==> config.mk <==
export PLATFORM = sky130hd
export DESIGN_NAME = cdma_arb_flat
export DESIGN_NICKNAME = d
export VERILOG_FILES = /design/src/rtl/cdma_arb_pkg.sv /design/src/rtl/cdma_arb_if.sv /design/src/rtl/cdma_arb_ch.sv /design/src/rtl/cdma_arb.sv /design/src/flat_wrapper.sv
export SDC_FILE = /design/constraint.sdc
export NUM_CORES = 1
export LEC_CHECK = 0
export ABC_AREA = 1
export ABC_CLOCK_PERIOD_IN_PS = 5250
export CELL_PAD_IN_SITES_DETAIL_PLACEMENT = 1
export CELL_PAD_IN_SITES_GLOBAL_PLACEMENT = 2
export CORE_AREA = 3 3 265 267
export CTS_CLUSTER_DIAMETER = 40
export DETAILED_ROUTE_END_ITERATION = 8
export DIE_AREA = 0 0 268 270
export GPL_TIMING_DRIVEN = 1
export PLACE_DENSITY = 0.82
export SYNTH_ARGS = -nofsm -noshare
export SYNTH_HDL_FRONTEND = slang
export SYNTH_SLANG_ARGS = --single-unit
==> constraint.sdc <==
create_clock -name aclk -period 5.25 [get_ports aclk]
set_input_delay 0.7875 -clock aclk [delete_from_list [all_inputs] [get_ports aclk]]
set_output_delay 0.7875 -clock aclk [all_outputs]
set_load 0.05 [all_outputs]
==> src/rtl/cdma_arb_pkg.sv <==
// cdma_arb_pkg: shared widths, ID-width helper and the command type
package cdma_arb_pkg;
  localparam int AXI_ADDR_BITS = 32;
  localparam int CDMA_LEN_BITS = 32;
  function automatic int idw(input int n);
    return (n > 1) ? $clog2(n) : 1;
  endfunction
  typedef struct packed {
    logic [AXI_ADDR_BITS-1:0] paddr;
    logic [CDMA_LEN_BITS-1:0] len;
  } cdma_cmd_t;
endpackage

==> src/rtl/cdma_arb_if.sv <==
// cdma_arb_if: one command direction, requester side plus CDMA side
interface cdma_arb_if import cdma_arb_pkg::*; #(
  parameter int N_REQ     = 4,
  parameter int ADDR_BITS = AXI_ADDR_BITS,
  parameter int LEN_BITS  = CDMA_LEN_BITS
);
  logic [N_REQ-1:0]           s_valid;
  logic [N_REQ-1:0]           s_ready;
  logic [N_REQ*ADDR_BITS-1:0] s_paddr;
  logic [N_REQ*LEN_BITS-1:0]  s_len;
  logic [N_REQ-1:0]           s_done;
  logic                       m_valid;
  logic                       m_ready;
  logic [ADDR_BITS-1:0]       m_paddr;
  logic [LEN_BITS-1:0]        m_len;
  logic                       m_done;
  logic                       err;
  modport slave (
    input  s_valid, s_paddr, s_len, m_ready, m_done,
    output s_ready, s_done, m_valid, m_paddr, m_len, err
  );
  modport master (
    output s_valid, s_paddr, s_len, m_ready, m_done,
    input  s_ready, s_done, m_valid, m_paddr, m_len, err
  );
endinterface

==> src/rtl/cdma_arb_ch.sv <==
// cdma_arb_ch: one direction - round-robin arbiter, output register, in-order ID queue, sticky error
module cdma_arb_ch import cdma_arb_pkg::*; #(
  parameter int N_REQ     = 4,
  parameter int ADDR_BITS = AXI_ADDR_BITS,
  parameter int LEN_BITS  = CDMA_LEN_BITS,
  parameter int MAX_OUT   = 16
) (
  input logic       aclk,
  input logic       aresetn,
  cdma_arb_if.slave ch
);
  localparam int IDW = idw(N_REQ);
  localparam int QW  = $clog2(MAX_OUT);
  typedef struct packed {
    logic [ADDR_BITS-1:0] paddr;
    logic [LEN_BITS-1:0]  len;
  } cmd_t;
  cmd_t           cmd;
  logic [IDW-1:0] ptr, gnt;
  logic [IDW:0]   j;
  logic [IDW-1:0] q [MAX_OUT];
  logic [QW-1:0]  head, tail;
  logic [QW:0]    cnt;
  logic           found, take, pop;
  // Scan from the requester after the last grantee; grant only when a slot and the output register are free
  always_comb begin
    found = 1'b0;
    gnt   = ptr;
    j     = '0;
    for (int k = 1; k <= N_REQ; k++) begin
      j = {1'b0, ptr} + (IDW+1)'(k);
      j = (j >= (IDW+1)'(N_REQ)) ? j - (IDW+1)'(N_REQ) : j;
      if (!found && ch.s_valid[j[IDW-1:0]]) begin
        found = 1'b1;
        gnt   = j[IDW-1:0];
      end
    end
    take       = aresetn && found && (!ch.m_valid || ch.m_ready) && (cnt < (QW+1)'(MAX_OUT));
    pop        = ch.m_done && (cnt != '0);
    ch.s_ready = take ? N_REQ'(1) << gnt : '0;
  end
  // Output register, RR pointer, queue pointers/count, done steering and sticky error
  always_ff @(posedge aclk) begin
    if (!aresetn) begin
      ch.m_valid <= 1'b0;
      cmd        <= '0;
      ptr        <= IDW'(N_REQ-1);
      head       <= '0;
      tail       <= '0;
      cnt        <= '0;
      ch.s_done  <= '0;
      ch.err     <= 1'b0;
    end else begin
      if (take) begin
        ch.m_valid <= 1'b1;
        cmd        <= {ch.s_paddr[gnt*ADDR_BITS +: ADDR_BITS], ch.s_len[gnt*LEN_BITS +: LEN_BITS]};
        tail       <= tail + QW'(1);
        ptr        <= gnt;
      end else if (ch.m_ready) begin
        ch.m_valid <= 1'b0;
      end
      head      <= head + QW'(pop);
      cnt       <= cnt + (QW+1)'(take) - (QW+1)'(pop);
      ch.s_done <= pop ? N_REQ'(1) << q[head] : '0;
      ch.err    <= ch.err | (ch.m_done & ~pop);
    end
  end
  // Grantee IDs in issue order; stale entries are simply overwritten
  always_ff @(posedge aclk) begin
    if (take) q[tail] <= gnt;
  end
  assign ch.m_paddr = cmd.paddr;
  assign ch.m_len   = cmd.len;
endmodule

==> src/rtl/cdma_arb.sv <==
// cdma_arb: shares one CDMA engine between N_REQ requesters with independent rd/wr arbitration
module cdma_arb import cdma_arb_pkg::*; #(
  parameter int N_REQ     = 4,
  parameter int ADDR_BITS = AXI_ADDR_BITS,
  parameter int LEN_BITS  = CDMA_LEN_BITS,
  parameter int MAX_OUT   = 16
) (
  input logic       aclk,
  input logic       aresetn,
  cdma_arb_if.slave rd,
  cdma_arb_if.slave wr
);
  cdma_arb_ch #(.N_REQ(N_REQ), .ADDR_BITS(ADDR_BITS), .LEN_BITS(LEN_BITS), .MAX_OUT(MAX_OUT)) u_rd (
    .aclk(aclk), .aresetn(aresetn), .ch(rd)
  );
  cdma_arb_ch #(.N_REQ(N_REQ), .ADDR_BITS(ADDR_BITS), .LEN_BITS(LEN_BITS), .MAX_OUT(MAX_OUT)) u_wr (
    .aclk(aclk), .aresetn(aresetn), .ch(wr)
  );
endmodule

==> src/flat_wrapper.sv <==
// flat-port wrapper written by rule: the top's interface ports become plain ports
module cdma_arb_flat import cdma_arb_pkg::*;
#(
  parameter int N_REQ     = 4,
  parameter int ADDR_BITS = AXI_ADDR_BITS,
  parameter int LEN_BITS  = CDMA_LEN_BITS,
  parameter int MAX_OUT   = 16
)
  (aclk, aresetn, rd_s_valid, rd_s_paddr, rd_s_len, rd_m_ready, rd_m_done, rd_s_ready, rd_s_done, rd_m_valid, rd_m_paddr, rd_m_len, rd_err, wr_s_valid, wr_s_paddr, wr_s_len, wr_m_ready, wr_m_done, wr_s_ready, wr_s_done, wr_m_valid, wr_m_paddr, wr_m_len, wr_err);
  cdma_arb_if #(.N_REQ(N_REQ), .ADDR_BITS(ADDR_BITS), .LEN_BITS(LEN_BITS)) rd_i ();
  cdma_arb_if #(.N_REQ(N_REQ), .ADDR_BITS(ADDR_BITS), .LEN_BITS(LEN_BITS)) wr_i ();
  input logic aclk;
  input logic aresetn;
  input wire logic [$bits(rd_i.s_valid)-1:0] rd_s_valid;
  input wire logic [$bits(rd_i.s_paddr)-1:0] rd_s_paddr;
  input wire logic [$bits(rd_i.s_len)-1:0] rd_s_len;
  input wire logic [$bits(rd_i.m_ready)-1:0] rd_m_ready;
  input wire logic [$bits(rd_i.m_done)-1:0] rd_m_done;
  output wire logic [$bits(rd_i.s_ready)-1:0] rd_s_ready;
  output wire logic [$bits(rd_i.s_done)-1:0] rd_s_done;
  output wire logic [$bits(rd_i.m_valid)-1:0] rd_m_valid;
  output wire logic [$bits(rd_i.m_paddr)-1:0] rd_m_paddr;
  output wire logic [$bits(rd_i.m_len)-1:0] rd_m_len;
  output wire logic [$bits(rd_i.err)-1:0] rd_err;
  input wire logic [$bits(wr_i.s_valid)-1:0] wr_s_valid;
  input wire logic [$bits(wr_i.s_paddr)-1:0] wr_s_paddr;
  input wire logic [$bits(wr_i.s_len)-1:0] wr_s_len;
  input wire logic [$bits(wr_i.m_ready)-1:0] wr_m_ready;
  input wire logic [$bits(wr_i.m_done)-1:0] wr_m_done;
  output wire logic [$bits(wr_i.s_ready)-1:0] wr_s_ready;
  output wire logic [$bits(wr_i.s_done)-1:0] wr_s_done;
  output wire logic [$bits(wr_i.m_valid)-1:0] wr_m_valid;
  output wire logic [$bits(wr_i.m_paddr)-1:0] wr_m_paddr;
  output wire logic [$bits(wr_i.m_len)-1:0] wr_m_len;
  output wire logic [$bits(wr_i.err)-1:0] wr_err;
  assign rd_i.s_valid = rd_s_valid;
  assign rd_i.s_paddr = rd_s_paddr;
  assign rd_i.s_len = rd_s_len;
  assign rd_i.m_ready = rd_m_ready;
  assign rd_i.m_done = rd_m_done;
  assign rd_s_ready = rd_i.s_ready;
  assign rd_s_done = rd_i.s_done;
  assign rd_m_valid = rd_i.m_valid;
  assign rd_m_paddr = rd_i.m_paddr;
  assign rd_m_len = rd_i.m_len;
  assign rd_err = rd_i.err;
  assign wr_i.s_valid = wr_s_valid;
  assign wr_i.s_paddr = wr_s_paddr;
  assign wr_i.s_len = wr_s_len;
  assign wr_i.m_ready = wr_m_ready;
  assign wr_i.m_done = wr_m_done;
  assign wr_s_ready = wr_i.s_ready;
  assign wr_s_done = wr_i.s_done;
  assign wr_m_valid = wr_i.m_valid;
  assign wr_m_paddr = wr_i.m_paddr;
  assign wr_m_len = wr_i.m_len;
  assign wr_err = wr_i.err;
  cdma_arb #(.N_REQ(N_REQ), .ADDR_BITS(ADDR_BITS), .LEN_BITS(LEN_BITS), .MAX_OUT(MAX_OUT)) u_core (.aclk(aclk), .aresetn(aresetn), .rd(rd_i), .wr(wr_i));
endmodule
==> impl_results.md, run 1 <==
- Worst path bufs/invs: 2
- Clk sinks: 234
- DP Area: 21960 um^2
- # hold bufs at CTS: 0
- CTS H-tree depth: 2
- Final setup viols: 0
- Num CTS Buffers: 59
- Drt wl/cell: 20.77 um
- Worst skew pair latency: 0.60 ns
- Final Total Pwr: 0.01729 W
- Delay-heaviest family, CP: simple AND/OR/NAND/NOR gates
- Top cells by count, synth: 706 x nand2_1, 501 x nand3_1, 214 x inv_1
- Kind of critical path: reg2out
- GRT overflow: 0
- DRT Wirelength: 79600 um
- Synthesized instance count: 2295
- Synth top area share: 23.15%
- Setup Skew: 0.02381 ns
- DP HPWL: 59990 um
- Ys flop type: dfxtp_1
- Clk pin slew, worst setup/hold paths: 0.05 ns
- Initial DRC count: 819
- Die Height: 270 um
- Post-synth EDFFs: 64
- Worst-margin pin slew: 1.163 ns
- Die area: 72360 um^2
- Req. time, crit path: 4.46 ns
- Min Clock Period, post-route: 4.262 ns
- HP Class: reg2reg
- Synth async-reset ratio: 0%
- Final Hold Viols: 0
- Post-CTS Setup Repair Bufs: 0
- Most frequent cell on the critical path: nand2_1
- Yosys Warn Count: 0
- Worst setup EP type: output pin
- Final period util: 81.19%
- Area delta synth->final: 63.46%
- Seq cells post-synth: 234
- Critical path fanouts, max: 37
- Cell row count: 96
- Io pins: 674
- First-pass GRT wire length: 117900 um
- Post-DR vias/cell: 4.710
- Static leakage: 10.42 nW
- Crit path DAT: 3.47 ns
- MaxCap Viol Count: 0
- Core area: 68350 um^2
- Worst-path cell chain: inv_2 > nand2_1 > nand2_1 > nand2_1 > nand2_2 > nor2_1 > nand3_2 > nand2_2 > nand2_1 > nor2_1 > buf_12
- Antenna violations before repair: 16
- Yosys cell types: 36
- Post-synthesis sequential area ratio: 36.22%
- Slowest stage delay, CP: 0.71 ns
- Finished Cell Area: 24030 um^2
- CTS root buf: clkbuf_16
- Starting density of the core: 21.51%
- Port bufs: 673
- Synth top area cells: dfxtp_1 23%, nand2_1 18%, nand3_1 17%, edfxtp_1 13%, inv_1 5.5%
- Synth Area per Inst: 6.405 um^2
- Share of post-route cells with drive strength above 1: 5.648%
- Mapped Area: 14700 um^2
- Slew Limit Headroom: 22.45%
- Post-Syn Nets: 2847
- Status: completed
- Nets: 3443
- Leading area contributor after synthesis: dfxtp_1
- CTS tree: built
- GRT Resource Usage Total: 21.26%
- DRC viols: 0
- Antenna Nets Post-Route: 0
- Fmax: 234.6 MHz
- RSZ-0062 raised after global routing: no
- # resized after CTS: 0
- Slew Viols, Final: 0
- Most common cell in the netlist: nand2_1
- Clk buf depth: 3
- Peak VDD IR: 0.4115 mV
- Total number of vias: 18048
- Pin count of the biggest net entering global routing: 99
- Chip width: 268 um
- Pwr/cell area: 719.6 nW/um^2
- RePlAce Congestion: 0.9157
- Critical path's slowest cell: dfxtp_1
- Post-Route Setup TNS: 0 ns
- Vias in the first global route: 19078
- Critical path startpoint category: register
- First-pass DRT Iterations: 5
## path summary, 6_finish.rpt
check | start | end | slack, ns | cells after the start
max | u_core.u_rd.ptr[0] | rd_s_ready[0] | 0.99 | 11
min | u_core.u_wr.ch.err | u_core.u_wr.ch.err | 0.45 | 2
max reg2reg | u_core.u_rd.ptr[0] | u_core.u_rd.ch.m_paddr[7] | 1.63 | 13
min reg2reg | u_core.u_wr.ch.err | u_core.u_wr.ch.err | 0.45 | 2
## state kept, by name, summed over array words and instances, names as in the netlist, 2 cells and up
signal	cells
u_core.u_rd.cnt	5
u_core.u_rd.ch.m_len	32
u_core.u_wr.ch.m_len	32
u_core.u_rd.ch.m_paddr	32
u_core.u_wr.ch.m_paddr	32
u_core.u_rd.ptr	2
u_core.u_wr.ch.s_done	4
u_core.u_wr.q	32
u_core.u_wr.tail	4
u_core.u_rd.tail	4
u_core.u_rd.ch.s_done	4
u_core.u_wr.ptr	2
u_core.u_rd.head	4
u_core.u_wr.head	4
u_core.u_rd.q	32
u_core.u_wr.cnt	5
## power by group
part	switching, W	total [W]	internal, W
combinational	0.00748	0.0106	0.00315
clock	0.00126	0.00370	0.00245
sequential	0.000393	0.00296	0.00257
## layout make-up
cell class              count  area (um^2)
clock buffers              72         1575
repair buffers            696         7002
fillers                  8359        44320
flip-flops and latches    234         5325
multi-input cells        1676         7677
clock inverters            37        465.4
diodes                     11        27.53
inverters                 224        853.3
well taps                 882         1104
## cell usage in the layout, fill, tap and decap left out, drive strengths merged, types with 4 or more instances in the layout
cell type        n
a21oi          123
inv            231
o22ai           13
nand2          723
edfxtp          64
buf             31
dfxtp          170
clkinvlp         4
bufinv           6
diode           11
nand3          505
clkinv          20
ha              24
o21ai           73
clkdlybuf4s50  665
nor3            12
nor2           181
clkbuf          72
## metal layers
layer  GRT usage, %  share of wire, %
met5              0              0.11
met4          6.071               2.2
met3          5.903               6.5
met1          24.91                41
met2          37.64                51
## stage by stage
stage,instances,worst slack (ns),hold WS [ns],utilization (%)
2_1_floorplan,2295,1.737,0.4778,-
5_1_grt,3827,0.5924,0.4821,35.14
3_5_place_dp,3712,1.117,0.4528,32.13
6_report,3832,0.9877,0.4481,35.16
4_1_cts,3821,0.7683,0.4591,35.12
3_3_place_gp,3712,1.202,0.4440,32.13
## worst min-delay path, cell delays in order, from the launching register on
cell and delay (ns):
dfxtp_1 0.30, inv_1 0.05, a21oi_1 0.05
## cells by family after synthesis
family	count (synthesis)	share of synthesized area, %
simple gates	1424	41.52
buf+inv	385	11.79
flops	234	36.22
compound gates	221	7.856
fa+ha+maj	26	2.315
xor+xnor	5	0.2980
Power figures use the tool's default switching activity.
==> inputs of run 2 (changes only) <==
--- a/config.mk
+++ b/config.mk
@@ -6,15 +6,15 @@
 export NUM_CORES = 1
 export LEC_CHECK = 0
 export ABC_AREA = 1
-export ABC_CLOCK_PERIOD_IN_PS = 5250
+export ABC_CLOCK_PERIOD_IN_PS = 4140
 export CELL_PAD_IN_SITES_DETAIL_PLACEMENT = 1
 export CELL_PAD_IN_SITES_GLOBAL_PLACEMENT = 2
-export CORE_AREA = 3 3 265 267
+export CORE_MARGIN = 3
+export CORE_UTILIZATION = 21
 export CTS_CLUSTER_DIAMETER = 40
 export DETAILED_ROUTE_END_ITERATION = 8
-export DIE_AREA = 0 0 268 270
 export GPL_TIMING_DRIVEN = 1
-export PLACE_DENSITY = 0.82
+export PLACE_DENSITY = 0.81
 export SYNTH_ARGS = -nofsm -noshare
 export SYNTH_HDL_FRONTEND = slang
 export SYNTH_SLANG_ARGS = --single-unit
==> constraint.sdc (replaced) <==
create_clock -name aclk -period 4.14 [get_ports aclk]
set_input_delay 0.621 -clock aclk [delete_from_list [all_inputs] [get_ports aclk]]
set_output_delay 0.621 -clock aclk [all_outputs]
set_load 0.05 [all_outputs]
==> run 2 against run 1 <==
Sequential cell count stayed put. Routed wire length decreased by 0.17%. Sequential power up 27%. Register-to-register slack worse by 0.68 ns. Critical endpoint unchanged.
==> impl_results.md, run 2 (same netlist as run 1, synthesis figures left out) <==
- Reg area: 5325 um^2
- Hold Startpoint: u_core.u_wr.ch.err
- Final setup viols: 0
- Critical path fanouts, max: 28
- Reg2Reg Setup Slack: 0.95 ns
- RR Endpoint: u_core.u_wr.cnt[4]
- Cell row count: 96
- Worst path bufs/invs: 3
- Fmax: 278.2 MHz
- CTS tree: built
- Port bufs: 673
- Worst Hold End: u_core.u_wr.ch.err
- Nets: 3448
- Area delta synth->final: 65.50%
- Setup Skew: 0.03113 ns
- Multi-input gate area: 7677 um^2
- Drt wl/cell: 20.38 um
- RePlAce Congestion: 0.9233
- Commonest non-fill, non-tap cell in the layout: nand2_1
- Initial DRC count: 837
- Slew Viols, Final: 0
- Starting density of the core: 21.32%
- Combinational share of power: 60.6%
- DP Cell Count: 3769
- Antenna violations before repair: 33
- Clk pwr share: 22.6%
- CTS root buf: clkbuf_16
- Share of post-route cells with drive strength above 1: 5.978%
- CTS H-tree depth: 2
- Clk buf depth: 3
- Post-Route Setup TNS: 0 ns
- Static leakage: 10.52 nW
- Most frequent cell on the critical path: nand2_1
- # hold bufs at CTS: 0
- HP Class: reg2reg
- Worst skew pair latency: 0.60 ns
- Worst-margin pin slew: 1.094 ns
- Critical path's slowest cell: dfxtp_1
- Clk sinks: 234
- Antenna Nets Post-Route: 0
- Delay-heaviest family, CP: simple AND/OR/NAND/NOR gates
- First-pass DRT Iterations: 5
- Worst r2r src: u_core.u_wr.ptr[0]
- Req. time, crit path: 3.52 ns
- Fin cells: 3899
- Worst-path cell chain: inv_2 > nand2_1 > nand2_1 > nand2_1 > nand2_2 > inv_2 > nand3_2 > nand3_1 > nand2_4 > nor2_1 > buf_12
- Layout fillers: 8502
- Core area: 68950 um^2
- DRT Wirelength: 79470 um
- Status: completed
- Post-DR vias/cell: 4.605
- Sw frac: 51.84%
- Most frequent cells in the layout: 703 x nand2_1, 665 x clkdlybuf4s50_1, 500 x nand3_1
- Peak VDD IR: 0.7560 mV
- GRT busiest layer: met2
- DRC viols: 0
- Vias in the first global route: 18859
- Die Height: 270.6 um
- DP HPWL: 60150 um
- Min Clock Period, post-route: 3.594 ns
- Pwr/cell area: 919.3 nW/um^2
- GRT overflow: 0
- Hold Path Stages: 2
- Total number of vias: 17954
- GRT met2 Usage: 36.65%
- # resized after CTS: 0
- GRT Resource Usage Total: 20.77%
- Clk pin slew, worst setup/hold paths: 0.05 ns
- Critical path startpoint category: register
- Path depth of the worst reg2reg path: 16
- MaxCap Viol Count: 0
- Slowest stage delay, CP: 0.68 ns
- RSZ-0062 raised after global routing: no
- Final Hold Viols: 0
- Pint: 0.01077 W
- Chip width: 270.6 um
- Num CTS Buffers: 56
- Met3 Use GR: 5.809%
- Psw: 0.01160 W
- Sequential share of power: 16.8%
- Pin count of the biggest net entering global routing: 99
- Met1 Use GR: 23.82%
- Io pins: 674
- Slew Limit Headroom: 27.10%
- First-pass GRT wire length: 117300 um
- Post-CTS Setup Repair Bufs: 0
- Final Util: 35.29%
- Worst setup EP type: output pin
- Crit path DAT: 2.97 ns
- Kind of critical path: reg2out
- Final period util: 86.81%
- Die area: 73210 um^2
[run 2: changes by cell type in the layout (fill, tap and decap cells not counted), moves of 5 or more]
cell       previous run  this run
inv_6                 6        11
clkinv_4             10         5
buf_4                22        27
diode_2              11        24
bufinv_16             6        14
clkbuf_1              8         3
[run 2: how the worst max path moves through the flow]
| stage | start | endpoint | slack, ns | cells past startpoint |
|---|---|---|---|---|
| 6_report | u_core.u_rd.ptr[0] | rd_s_ready[0] | 0.55 | 11 |
| 5_1_grt | u_core.u_rd.ptr[0] | rd_s_ready[0] | 0.24 | 11 |
| 4_1_cts | u_core.u_rd.ptr[0] | rd_s_ready[0] | 0.47 | 11 |
| 3_5_place_dp | wr_s_valid[0] | u_core.u_wr.cnt[4] | 0.51 | 17 |
| 3_3_place_gp | wr_s_valid[0] | u_core.u_wr.cnt[4] | 0.60 | 17 |
| 2_1_floorplan | wr_s_valid[2] | wr_s_ready[2] | 0.96 | 12 |
[run 2: power by group through the flow]
stage	Clock, W	Sequential [W]	Combinational [W]
floorplan	0	0.00553	0.00735
global placement	0	0.00376	0.0135
detailed placement	0	0.00379	0.0137
CTS	0.00516	0.00376	0.0137
global route	0.00529	0.00386	0.0148
finish	0.00505	0.00376	0.0136
[run 2: final cells by class]
class                           count  share of cell area (%)
Multi-Input combinational cell   1676                   31.56
Timing Repair Buffer              704                   29.18
Sequential cell                   234                   21.89
Clock buffer                       62                   5.976
Tap cell                          931                   4.788
Inverter                          224                   3.497
Clock inverter                     44                   2.870
Antenna cell                       24                  0.2468
[run 2: stage by stage]
step,total power (W),hold WS [ns],instance area [um^2],worst slack [ns]
4_1_cts,0.02264,0.4600,24270,0.4686
6_report,0.02237,0.4540,24330,0.5460
3_5_place_dp,0.01744,0.4497,22120,0.5051
2_1_floorplan,0.01288,0.4778,14700,0.9601
3_3_place_gp,0.01723,0.4461,22120,0.5973
5_1_grt,0.02398,0.4859,24320,0.2392
[run 2: per-layer routing]
| metal | vias to the layer above | share of wire [%] |
|---|---|---|
| met5 | - | 0.16 |
| met4 | 18 | 2.5 |
| met3 | 119 | 6.5 |
| met2 | 487 | 51 |
| met1 | 8662 | 40 |
| li1 | 8668 | - |
[run 2: worst register-to-register path, cell delays in order, from the launching register on]
cell	delay (ns)
dfxtp_1	0.69
nand2_1	0.14
nand2_1	0.16
nand2_1	0.09
nand2_2	0.10
inv_4	0.07
nand4_1	0.13
nand2_2	0.23
ha_1	0.35
inv_1	0.04
ha_1	0.22
fa_1	0.44
nand2_1	0.10
a21oi_1	0.06
nor2_1	0.13
o21ai_0	0.10
a21oi_1	0.12
